==> src/rtl/eye_pkg.sv <==
`default_nettype none
// ============================================================================
//  Module      : eye_pkg
//  Description : Shared types for the eye search scheduler: ROI and result
//                records plus the scheduler state encoding.
//  Revision    : 1.0  initial release
// ============================================================================
package eye_pkg;

    // Width of each ROI field; wide enough for any supported frame size.
    localparam int c_ROI_W  = 16;
    // Width of result fields in the generic result record.
    localparam int c_OPEN_W = 32;
    localparam int c_CNT_W  = 16;

    typedef struct packed {
        logic [c_ROI_W-1:0] start_row;
        logic [c_ROI_W-1:0] end_row;
        logic [c_ROI_W-1:0] start_col;
        logic [c_ROI_W-1:0] end_col;
    } roi_t;

    typedef struct packed {
        logic [c_OPEN_W-1:0] openness;
        logic [c_CNT_W-1:0]  sclera;
        logic [c_CNT_W-1:0]  pupil;
    } eye_result_t;

    typedef enum logic [2:0] {
        IDLE     = 3'd0,
        LAUNCH_L = 3'd1,
        WAIT_L   = 3'd2,
        LAUNCH_R = 3'd3,
        WAIT_R   = 3'd4,
        PUBLISH  = 3'd5
    } sched_state_t;

endpackage : eye_pkg
`default_nettype wire

==> src/rtl/eye_search_scheduler_roi_check.sv <==
`default_nettype none
// ============================================================================
//  Module      : roi_check
//  Description : Combinational ROI sanity check. Flags an ROI whose start lies
//                beyond its end or whose end lies outside the frame.
//  Revision    : 1.0  initial release
// ============================================================================
module roi_check
    import eye_pkg::*;
#(
    parameter int HEIGHT = 320,
    parameter int WIDTH  = 180
) (
    input  roi_t roi_i,
    output logic bad_o
);

    // Full-width compares so that any upper bits set also count as out of frame.
    assign bad_o = (roi_i.start_row > roi_i.end_row)
                || (roi_i.start_col > roi_i.end_col)
                || (32'(roi_i.end_row) >= 32'(HEIGHT))
                || (32'(roi_i.end_col) >= 32'(WIDTH));

endmodule : roi_check
`default_nettype wire

==> src/rtl/eye_search_scheduler.sv <==
`default_nettype none
// ============================================================================
//  Module      : eye_search_scheduler
//  Description : Sequences one shared eye finder over the left and right eye
//                ROIs for every new frame, publishes both eyes' results with a
//                single valid pulse, and queues one frame while busy.
//                Optional per-search watchdog: define SCHEDULER_WATCHDOG_EN.
//  Revision    : 1.0  initial release
// ============================================================================
module eye_search_scheduler
    import eye_pkg::*;
#(
    parameter  int HEIGHT         = 320,
    parameter  int WIDTH          = 180,
    parameter  int FACE_RES       = 65536,
    parameter  int TIMEOUT_CYCLES = 262144,
    localparam int LH             = $clog2(HEIGHT),
    localparam int LW             = $clog2(WIDTH),
    localparam int LR             = $clog2(FACE_RES),
    localparam int EW             = 16
) (
    input  logic                   clk_in,
    input  logic                   rst_in,
    input  logic                   frame_done,
    input  logic [2*LH+2*LW-1:0]   left_roi,
    input  logic [2*LH+2*LW-1:0]   right_roi,
    output logic                   finder_start,
    output logic                   finder_rst,
    output logic [LH-1:0]          finder_start_row,
    output logic [LH-1:0]          finder_end_row,
    output logic [LW-1:0]          finder_start_col,
    output logic [LW-1:0]          finder_end_col,
    input  logic                   finder_valid,
    input  logic [LR-1:0]          finder_openness,
    input  logic [EW-1:0]          finder_sclera,
    input  logic [EW-1:0]          finder_pupil,
    output logic [LR-1:0]          left_openness,
    output logic [LR-1:0]          right_openness,
    output logic [EW-1:0]          left_sclera,
    output logic [EW-1:0]          left_pupil,
    output logic [EW-1:0]          right_sclera,
    output logic [EW-1:0]          right_pupil,
    output logic                   results_valid,
    output logic                   busy,
    output logic [3:0]             err_flags
);

    // Packed ROI layout: {start_row, end_row, start_col, end_col}, MSB first.
    roi_t w_left_roi;
    roi_t w_right_roi;

    assign w_left_roi  = '{start_row: c_ROI_W'(left_roi[2*LH+2*LW-1 -: LH]),
                          end_row:   c_ROI_W'(left_roi[LH+2*LW-1 -: LH]),
                          start_col: c_ROI_W'(left_roi[2*LW-1 -: LW]),
                          end_col:   c_ROI_W'(left_roi[LW-1:0])};
    assign w_right_roi = '{start_row: c_ROI_W'(right_roi[2*LH+2*LW-1 -: LH]),
                          end_row:   c_ROI_W'(right_roi[LH+2*LW-1 -: LH]),
                          start_col: c_ROI_W'(right_roi[2*LW-1 -: LW]),
                          end_col:   c_ROI_W'(right_roi[LW-1:0])};

    sched_state_t state_q;
    roi_t         shadow_l_q;
    roi_t         shadow_r_q;
    roi_t         region_q;      // ROI currently presented to the finder
    logic         pending_q;
    logic         finder_start_q;
    logic         results_valid_q;
    logic [3:0]   err_q;
    logic [LR-1:0] left_open_q,  right_open_q;
    logic [EW-1:0] left_scl_q,   right_scl_q;
    logic [EW-1:0] left_pup_q,   right_pup_q;
    logic         w_roi_bad;

    // Validity of the region currently loaded for the active eye.
    roi_check #(
        .HEIGHT (HEIGHT),
        .WIDTH  (WIDTH)
    ) u_roi_check (
        .roi_i (region_q),
        .bad_o (w_roi_bad)
    );

`ifdef SCHEDULER_WATCHDOG_EN
    localparam int c_WD_W = $clog2(TIMEOUT_CYCLES + 1);
    logic [c_WD_W-1:0] wd_cnt_q;
    logic              finder_rst_q;
    logic              w_wd_expired;

    assign w_wd_expired = (wd_cnt_q == c_WD_W'(TIMEOUT_CYCLES - 1));
    assign finder_rst   = finder_rst_q;
`else
    assign finder_rst   = 1'b0;
`endif

    // Scheduler FSM: frame intake, per-eye launch/wait, result capture, publish.
    always_ff @(posedge clk_in) begin
        if (rst_in) begin
            state_q         <= IDLE;
            shadow_l_q      <= '0;
            shadow_r_q      <= '0;
            region_q        <= '0;
            pending_q       <= 1'b0;
            finder_start_q  <= 1'b0;
            results_valid_q <= 1'b0;
            err_q           <= '0;
            left_open_q     <= '0;
            left_scl_q      <= '0;
            left_pup_q      <= '0;
            right_open_q    <= '0;
            right_scl_q     <= '0;
            right_pup_q     <= '0;
`ifdef SCHEDULER_WATCHDOG_EN
            wd_cnt_q        <= '0;
            finder_rst_q    <= 1'b0;
`endif
        end else begin
            finder_start_q  <= 1'b0;
            results_valid_q <= 1'b0;
`ifdef SCHEDULER_WATCHDOG_EN
            finder_rst_q    <= 1'b0;
`endif
            // One-deep frame queue; extra frames while busy are dropped.
            if (frame_done && (state_q != IDLE)) begin
                pending_q <= 1'b1;
            end

            case (state_q)
                IDLE: begin
                    if (frame_done || pending_q) begin
                        shadow_l_q <= w_left_roi;
                        shadow_r_q <= w_right_roi;
                        region_q   <= w_left_roi;
                        pending_q  <= 1'b0;
                        state_q    <= LAUNCH_L;
                    end
                end

                LAUNCH_L: begin
                    if (w_roi_bad) begin
                        left_open_q <= '0;
                        left_scl_q  <= '0;
                        left_pup_q  <= '0;
                        err_q[0]    <= 1'b1;
                        region_q    <= shadow_r_q;
                        state_q     <= LAUNCH_R;
                    end else begin
                        finder_start_q <= 1'b1;
`ifdef SCHEDULER_WATCHDOG_EN
                        wd_cnt_q       <= '0;
`endif
                        state_q        <= WAIT_L;
                    end
                end

                WAIT_L: begin
                    if (finder_valid) begin
                        left_open_q <= finder_openness;
                        left_scl_q  <= finder_sclera;
                        left_pup_q  <= finder_pupil;
                        region_q    <= shadow_r_q;
                        state_q     <= LAUNCH_R;
                    end
`ifdef SCHEDULER_WATCHDOG_EN
                    else if (w_wd_expired) begin
                        finder_rst_q <= 1'b1;
                        left_open_q  <= '0;
                        left_scl_q   <= '0;
                        left_pup_q   <= '0;
                        err_q[2]     <= 1'b1;
                        region_q     <= shadow_r_q;
                        state_q      <= LAUNCH_R;
                    end else begin
                        wd_cnt_q <= wd_cnt_q + 1'b1;
                    end
`endif
                end

                LAUNCH_R: begin
                    if (w_roi_bad) begin
                        right_open_q    <= '0;
                        right_scl_q     <= '0;
                        right_pup_q     <= '0;
                        err_q[1]        <= 1'b1;
                        results_valid_q <= 1'b1;
                        state_q         <= PUBLISH;
                    end else begin
                        finder_start_q <= 1'b1;
`ifdef SCHEDULER_WATCHDOG_EN
                        wd_cnt_q       <= '0;
`endif
                        state_q        <= WAIT_R;
                    end
                end

                WAIT_R: begin
                    if (finder_valid) begin
                        right_open_q    <= finder_openness;
                        right_scl_q     <= finder_sclera;
                        right_pup_q     <= finder_pupil;
                        results_valid_q <= 1'b1;
                        state_q         <= PUBLISH;
                    end
`ifdef SCHEDULER_WATCHDOG_EN
                    else if (w_wd_expired) begin
                        finder_rst_q    <= 1'b1;
                        right_open_q    <= '0;
                        right_scl_q     <= '0;
                        right_pup_q     <= '0;
                        err_q[3]        <= 1'b1;
                        results_valid_q <= 1'b1;
                        state_q         <= PUBLISH;
                    end else begin
                        wd_cnt_q <= wd_cnt_q + 1'b1;
                    end
`endif
                end

                PUBLISH: begin
                    state_q <= IDLE;
                end

                default: begin
                    state_q <= IDLE;
                end
            endcase
        end
    end

    assign busy             = (state_q != IDLE);
    assign finder_start     = finder_start_q;
    assign results_valid    = results_valid_q;
    assign err_flags        = err_q;
    assign finder_start_row = region_q.start_row[LH-1:0];
    assign finder_end_row   = region_q.end_row[LH-1:0];
    assign finder_start_col = region_q.start_col[LW-1:0];
    assign finder_end_col   = region_q.end_col[LW-1:0];
    assign left_openness    = left_open_q;
    assign left_sclera      = left_scl_q;
    assign left_pupil       = left_pup_q;
    assign right_openness   = right_open_q;
    assign right_sclera     = right_scl_q;
    assign right_pupil      = right_pup_q;

endmodule : eye_search_scheduler
`default_nettype wire
==> config.mk <==
export PLATFORM = sky130hd
export DESIGN_NAME = eye_search_scheduler
export DESIGN_NICKNAME = d
export VERILOG_FILES = /design/src/rtl/eye_pkg.sv /design/src/rtl/eye_search_scheduler_roi_check.sv /design/src/rtl/eye_search_scheduler.sv
export SDC_FILE = /design/constraint.sdc
export NUM_CORES = 1
export LEC_CHECK = 0
export ABC_AREA = 1
export BUFFER_PORTS_ARGS = -buffer_cell sky130_fd_sc_hd__buf_4
export CORE_ASPECT_RATIO = 0.7
export CORE_UTILIZATION = 43
export CTS_CLUSTER_DIAMETER = 120
export DETAILED_ROUTE_END_ITERATION = 8
export PLACE_DENSITY = 0.69
export REMOVE_ABC_BUFFERS = 1
export SYNTH_ARGS = -nofsm -noshare
export SYNTH_HDL_FRONTEND = slang
export SYNTH_SLANG_ARGS = --single-unit
==> constraint.sdc <==
create_clock -name clk_in -period 3.2 [get_ports clk_in]
set_input_delay 0.32 -clock clk_in [delete_from_list [all_inputs] [get_ports clk_in]]
set_output_delay 0.32 -clock clk_in [all_outputs]
set_load 0.01 [all_outputs]
* Yosys cells after proc, flatten, opt, wreduce, memory -nomap -nowiden
Cells that the tools add are included.
** Storage, ports and cells
- Register bits after elaboration :: 202
- Input port bits :: 120
- Output and inout port bits :: 138
** Operators by class
- Eq/ne operators :: 9
- Bitwise operators :: 1
- $lt $le $gt $ge :: 4
- Reduce and logical (&&, ||, !) cells :: 19
- Muxes and demuxes :: 27
** Operators with widths (number)
- two-way mux 64 bit :: 3
- case mux 16 bit (2 select lines) :: 6
- case mux 64 bit (3 select lines) :: 1
- two-way mux 16 bit :: 4
- greater-than comparator 16 bit :: 2
- >= comparator 16 x 8 -> 1 bit, second input constant :: 1
- >= comparator 16 x 9 -> 1 bit, second input constant :: 1
- case mux 3 bit (5 select lines) :: 1
- two-way mux 3 bit :: 3
- AND reduction 3 bit :: 3
- two-way mux 1 bit :: 8
- == test 3 x 2 -> 1 bit, second input constant :: 2
- inequality test 2 bit, second input constant :: 3
- AND reduction 2 bit :: 3
- nonzero test 3 bit :: 2
- logical OR 1 bit :: 4
- inequality test 2 x 1 -> 1 bit, second input constant :: 2
- AND reduction 4 bit :: 1
- nonzero test 2 bit :: 2
- OR reduction 2 bit :: 2
- == test 3 x 1 -> 1 bit, second input constant :: 1
- == test 3 bit, second input constant :: 1
- zero test 3 bit :: 1
- case mux 1 bit (2 select lines) :: 1
- 2 further kinds :: 2

* Logic depth before layout (Yosys ltp)
- Depth in word-level cells :: 6
- Mapped depth :: 16
- Depth with buffers taken out :: 15

* Cells and area by module
From an unflattened synthesis, not the netlist that was laid out.
** Unflattened totals
- Cells, all modules :: 1110
- Area, all modules :: 7906.3 um^2
** Modules (own cells, without submodules)
- eye_search_scheduler :: times used 1, cells an instance 960, area each 6982.9 um^2
- roi_check :: times used 1, cells an instance 150, area each 923.4 um^2

* Worst setup path after synthesis
Ideal clock, no wire load.
- Path type :: register to register
- From :: reg region_q (netlist bit finder_end_col[7])
- To :: reg left_open_q[10], in the netlist left_openness[10]
- Data required time :: 3.085 ns
- Path slack :: 1.300 ns
- Buffers on the path :: 2
- Cell stages (with the launch flop) :: 12
- Setup time :: 0.115 ns
- Arrival time :: 1.785 ns
- Cells stage by stage :: dfxtp_1 -> inv_1 -> ha_1 -> a21o_1 -> nor2_1 -> nand2_1 -> nand2_1 -> nand4_2 -> buf_2 -> buf_2 -> a21oi_1 -> nor2_1
** On the way
- Cells in the longest elaborated chain, start to end :: 6
- Elaborated cells between the ends (all ways) :: 7
** Ends and longest elaborated chain
- from (decl) :: RTL line eye_search_scheduler.sv:64 : roi_t region_q;
- from (signal assigned) :: RTL line eye_search_scheduler.sv:132 : region_q <= w_left_roi;
- from (signal assigned) :: RTL line eye_search_scheduler.sv:144 : region_q <= shadow_r_q;
- from (signal assigned) :: RTL line eye_search_scheduler.sv:160 : region_q <= shadow_r_q;
- greater-than comparator 16 bit :: RTL line eye_search_scheduler_roi_check.sv:20 : || (roi_i.start_col > roi_i.end_col)
- logical OR 1 bit :: RTL line eye_search_scheduler_roi_check.sv:20
- logical OR 1 bit :: RTL line eye_search_scheduler_roi_check.sv:21 : || (32'(roi_i.end_row) >= 32'(HEIGHT))
- logical OR 1 bit (*) :: RTL line eye_search_scheduler_roi_check.sv:22 : || (32'(roi_i.end_col) >= 32'(WIDTH));
- inequality test 2 x 1 -> 1 bit (no line) (*)
- AND reduction 3 bit (no line) (*)
- to (signal assigned) :: RTL line eye_search_scheduler.sv:157 : left_open_q <= finder_openness;
- to (decl) :: RTL line eye_search_scheduler.sv:69 : logic [LR-1:0] left_open_q, right_open_q;
Mark *: on every way between the ends. The rest lies on a longest branch, timed or not.
A chain may end at the register's enable or synchronous reset.

* Worst setup path after layout
- From :: reg region_q (netlist bit finder_end_row[7])
- To :: reg right_scl_q[15], in the netlist right_sclera[15]
** On the way
- Cells in the longest elaborated chain, start to end :: 6
- Elaborated cells between the ends (all ways) :: 7
** Ends and longest elaborated chain
- greater-than comparator 16 bit :: RTL line eye_search_scheduler_roi_check.sv:19 : assign bad_o = (roi_i.start_row > roi_i.end_row)
- logical OR 1 bit :: RTL line eye_search_scheduler_roi_check.sv:20
- logical OR 1 bit (*) :: RTL line eye_search_scheduler_roi_check.sv:21
- logical OR 1 bit (*) :: RTL line eye_search_scheduler_roi_check.sv:22
- inequality test 2 x 1 -> 1 bit (no line) (*)
- AND reduction 3 bit (no line) (*)
- to (signal assigned) :: RTL line eye_search_scheduler.sv:198 : right_scl_q <= finder_sclera;
- to (decl) :: RTL line eye_search_scheduler.sv:70 : logic [EW-1:0] left_scl_q, right_scl_q;
Marked as above.

==> run summary <==
STA classifies the critical path startpoint as a flop. The number of antenna diodes in the final layout is 0. The final hold slack came out at between 0.15 and 0.2 ns. The number of endpoints with negative hold slack in the final report came out at 0. The delay of the slowest cell on the worst path came out at between 0.4 and 0.5 ns. The number of hold buffers added after CTS was 0.

Setup repair after global routing left no endpoint under its margin. The count of TritonRoute iterations in the first routing pass is 5. CTS saw between 150 and 200 sinks.

The simple-gate share of the synthesized area came out at 0.2789. The cell count of the worst hold path came out at 3. The tool flagged a number of max-cap violations equal to 0.

Clock-pin slew was measured on the worst setup and hold paths at approximately 0.07 ns. The mux contribution to synthesized area came out at 0. The cell repeated most along the worst path is sky130_fd_sc_hd__nand2_1.

The detail-routed net length per standard cell came out at 13.66 um. The worst-skew pair later-pin latency is about 0.43 ns. For the pin with the worst max-slew slack, the measured transition is around 0.7 ns. The aggregate routed wire length came out at around 21 mm. The signed area change from the synthesized netlist to the final layout came out at 33.25%.

The synthesized instance count came out at 1089. The startpoint identified for the worst hold timing path is finder_pupil[4]. The total DRC errors in the routed layout came out at 0.

The post-route setup TNS is 0 ns. The clock root buffer is sky130_fd_sc_hd__clkbuf_16. The worst setup path startpoint is finder_end_row[7]$_SDFFE_PP0P_. Static timing analysis puts the maximum clock frequency at about 420 MHz.

The buffers inserted during post-CTS setup optimization came out at 0. The final period utilization came out at 0.7479. The kind of end point of the critical path is a flop.

The post-layout minimum cycle time is 2.393 ns. The number of top-level pins came out at 258. The path class of the lowest-slack min-delay path is in -> reg.

The buffer depth of the longest clock path came out at 2. The net total in the final layout came out at 1431. The headroom to the max-slew limit is 0.5233. The proportion of layout cells with a drive suffix above 1 came out at 0.2389. The synthesized area is ~0.0076 mm^2. The area occupied by registers is ~0.0034 mm^2. The routed via count divided by cell count is between 4 and 5.

The first-pass GRT wire length is about 34 mm. Power spread over the standard cell area amounts to around 930 mW/mm^2. Of the total synthesized cell area, the portion taken by XOR and XNOR cells is 0. For this design, the slowest cell found on the critical path is sky130_fd_sc_hd__nand2_2. The filler cells instantiated in the layout total ~1600. The number of cells on the worst reg-to-reg path is 14. The number of antenna violations at the first check in global routing came out at 0. In this run the remaining antenna-violating nets after routing total 0. The critical path is of the reg -> reg type. The overall track demand over capacity in global routing is 0.2346. The flow ran to the end, and the final reports show no timing, DRC or antenna violations. The area of the core came out at 0.01717 mm^2. The area of the die came out at between 0.015 and 0.02 mm^2.

Synthesis instantiated 25 different standard cells from the library. The share of synthesized cell area in full adder, half adder and majority cells is 0.02812. The number of max-slew violations in the final report came out at 0.

The via count of the first global-routing pass came out at approximately 6700. After synthesis, the largest family of logic cells by area is simple AND/OR/NAND/NOR gates. The area of the multi-input gates is around 0.0034 mm^2.

The width of the die is around 160 um. Walking the worst path, the cells encountered are inv_1 -> ha_1 -> nand2_1 -> inv_1 -> nand2_1 -> nand2_1 -> nand2_1 -> nand3_1 -> nand2_1 -> nand3_1 -> nand2_2 -> buf_12 -> nand3_1 -> a21oi_1. The clock tree from TritonCTS is done. The mean area per synthesized cell is between 6 and 7 um^2. The largest fanout on the critical path is 26.

The static leakage is between 4 and 5 nW. The count of vias placed by the detailed router came out at ~7400. The startpoint of the worst register-to-register path is finder_end_row[7]$_SDFFE_PP0P_.

The post-synthesis sequential area ratio is 0.4553. The iteration-0 DRC count of the detailed router came out at between 500 and 600. The sum of net half-perimeters after detailed placement came out at 13.69 mm. The starting density of the core is 0.4406.

VDD sags by at most 0.0006925 V. The total overflow left after global routing is 0. The area fraction in compound gates after synthesis came out at 0.1416.

Buffers placed on the I/O ports in this run total about 250. The post-cts repair resize count came out at 0. The H-tree was split into 4 levels. During synthesis, Yosys emitted a total of 0 warnings. The number of setup violations in the final report came out at 0.

The total CTS buffers came out at 17. The worst clock skew came out at about 0.011 ns. The die is 113.0 um tall. The placer congestion estimate came out at around 0.77. The number of flip-flops and latches in the synthesized netlist came out at 172. The worst path required time is between 3 and 4 ns. The count of standard-cell rows is 40. The largest net degree at the start of global routing came out at between 90 and 100. The arrival time of data at the critical path endpoint is roughly 2.7 ns.
[metal layers]
| layer | GRT usage | routed length (um) |
|---|---|---|
| met1 | 0.3288 | 10120 |
| met2 | 0.3501 | 9231 |
| met3 | 0.06122 | 1273 |
| met4 | 0.07556 | 370 |
| met5 | 0 | 0 |
[cells in the final DEF, fill, tap and decap left out, drive strengths merged]
cell / count
o21ai: 69
or2: 1
clkinv: 5
clkbuf: 18
nor3b: 1
dfxtp: 172
buf: 266
nor3: 1
o22ai: 1
conb: 3
ha: 17
nand2: 280
a21o: 1
nand4: 3
o21bai: 1
nand3: 101
inv: 92
nor2: 131
a21oi: 140
clkinvlp: 3
[logic make-up after synthesis]
kind of cell | count (synthesis)
simple gates | 518
compound gates | 212
flops | 172
buf+inv | 169
fa+ha+maj | 17
other cells | 1
[cell usage after synthesis, drive strengths merged]
cell type,instances,area share
a21o,1,0.00099
a21oi,140,0.093
buf,46,0.035
clkbuf,36,0.018
conb,1,0.00050
dfxtp,172,0.46
ha,17,0.028
inv,87,0.043
nand2,280,0.14
nand3,101,0.067
nand4,3,0.0033
nor2,131,0.067
nor3,1,0.00066
nor3b,1,0.00099
o21ai,69,0.046
o21bai,1,0.0015
o22ai,1,0.00083
or2,1,0.00083
[metrics by stage]
stage          setup slack, ns  std cells  area, um^2  total power [mW]    util
3_3_place_gp            0.8433       1506        9530             7.461  0.5552
2_1_floorplan           -1.219       1009        7174             5.949       -
5_1_grt                 0.4969       1537       10080             10.30  0.5871
6_report                0.8066       1537       10080             9.419  0.5871
4_1_cts                 0.7612       1537       10080             9.497  0.5871
3_5_place_dp            0.7682       1506        9530             7.531  0.5552
[worst max-delay path, delay by kind of cell (launching register included)]
family | cells | cell delay, ns
fa+ha+maj | 1 | 0.29
buf+inv | 3 | 0.35
compound gates | 1 | 0.14
flops | 1 | 0.33
simple gates | 9 | 1.18
[sequential cells by signal (all words and copies together) (netlist names), 9 cells and up]
name	count
right_sclera	16
finder_end_row	9
left_sclera	16
right_openness	16
right_pupil	16
shadow_r_q	34
finder_start_row	9
left_pupil	16
left_openness	16
[power breakdown]
part / total [mW] / internal, mW / leakage (nW) / switching (mW)
clock: 1.94 / 1.03 / 0.262 / 0.914
combinational: 4.55 / 1.73 / 2.98 / 2.82
sequential: 2.93 / 2.68 / 1.41 / 0.254
[layout make-up]
type	instances	area share
inverters	87	0.03253
repair buffers	266	0.2031
clock buffers	18	0.04358
clock inverters	13	0.01080
well taps	231	0.02868
flip-flops and latches	172	0.3417
multi-input cells	750	0.3397
[worst paths after layout]
kind,end,slack [ns]
worst max register to register,right_sclera[15]$_SDFFE_PP0P_,0.81
worst min-delay path,right_pupil[4]$_SDFFE_PP0P_,0.15
worst min register to register,shadow_r_q[40]$_SDFFE_PP0P_,0.45
worst max-delay path,right_sclera[15]$_SDFFE_PP0P_,0.81
No activity file was read; power rests on OpenSTA's default activity.
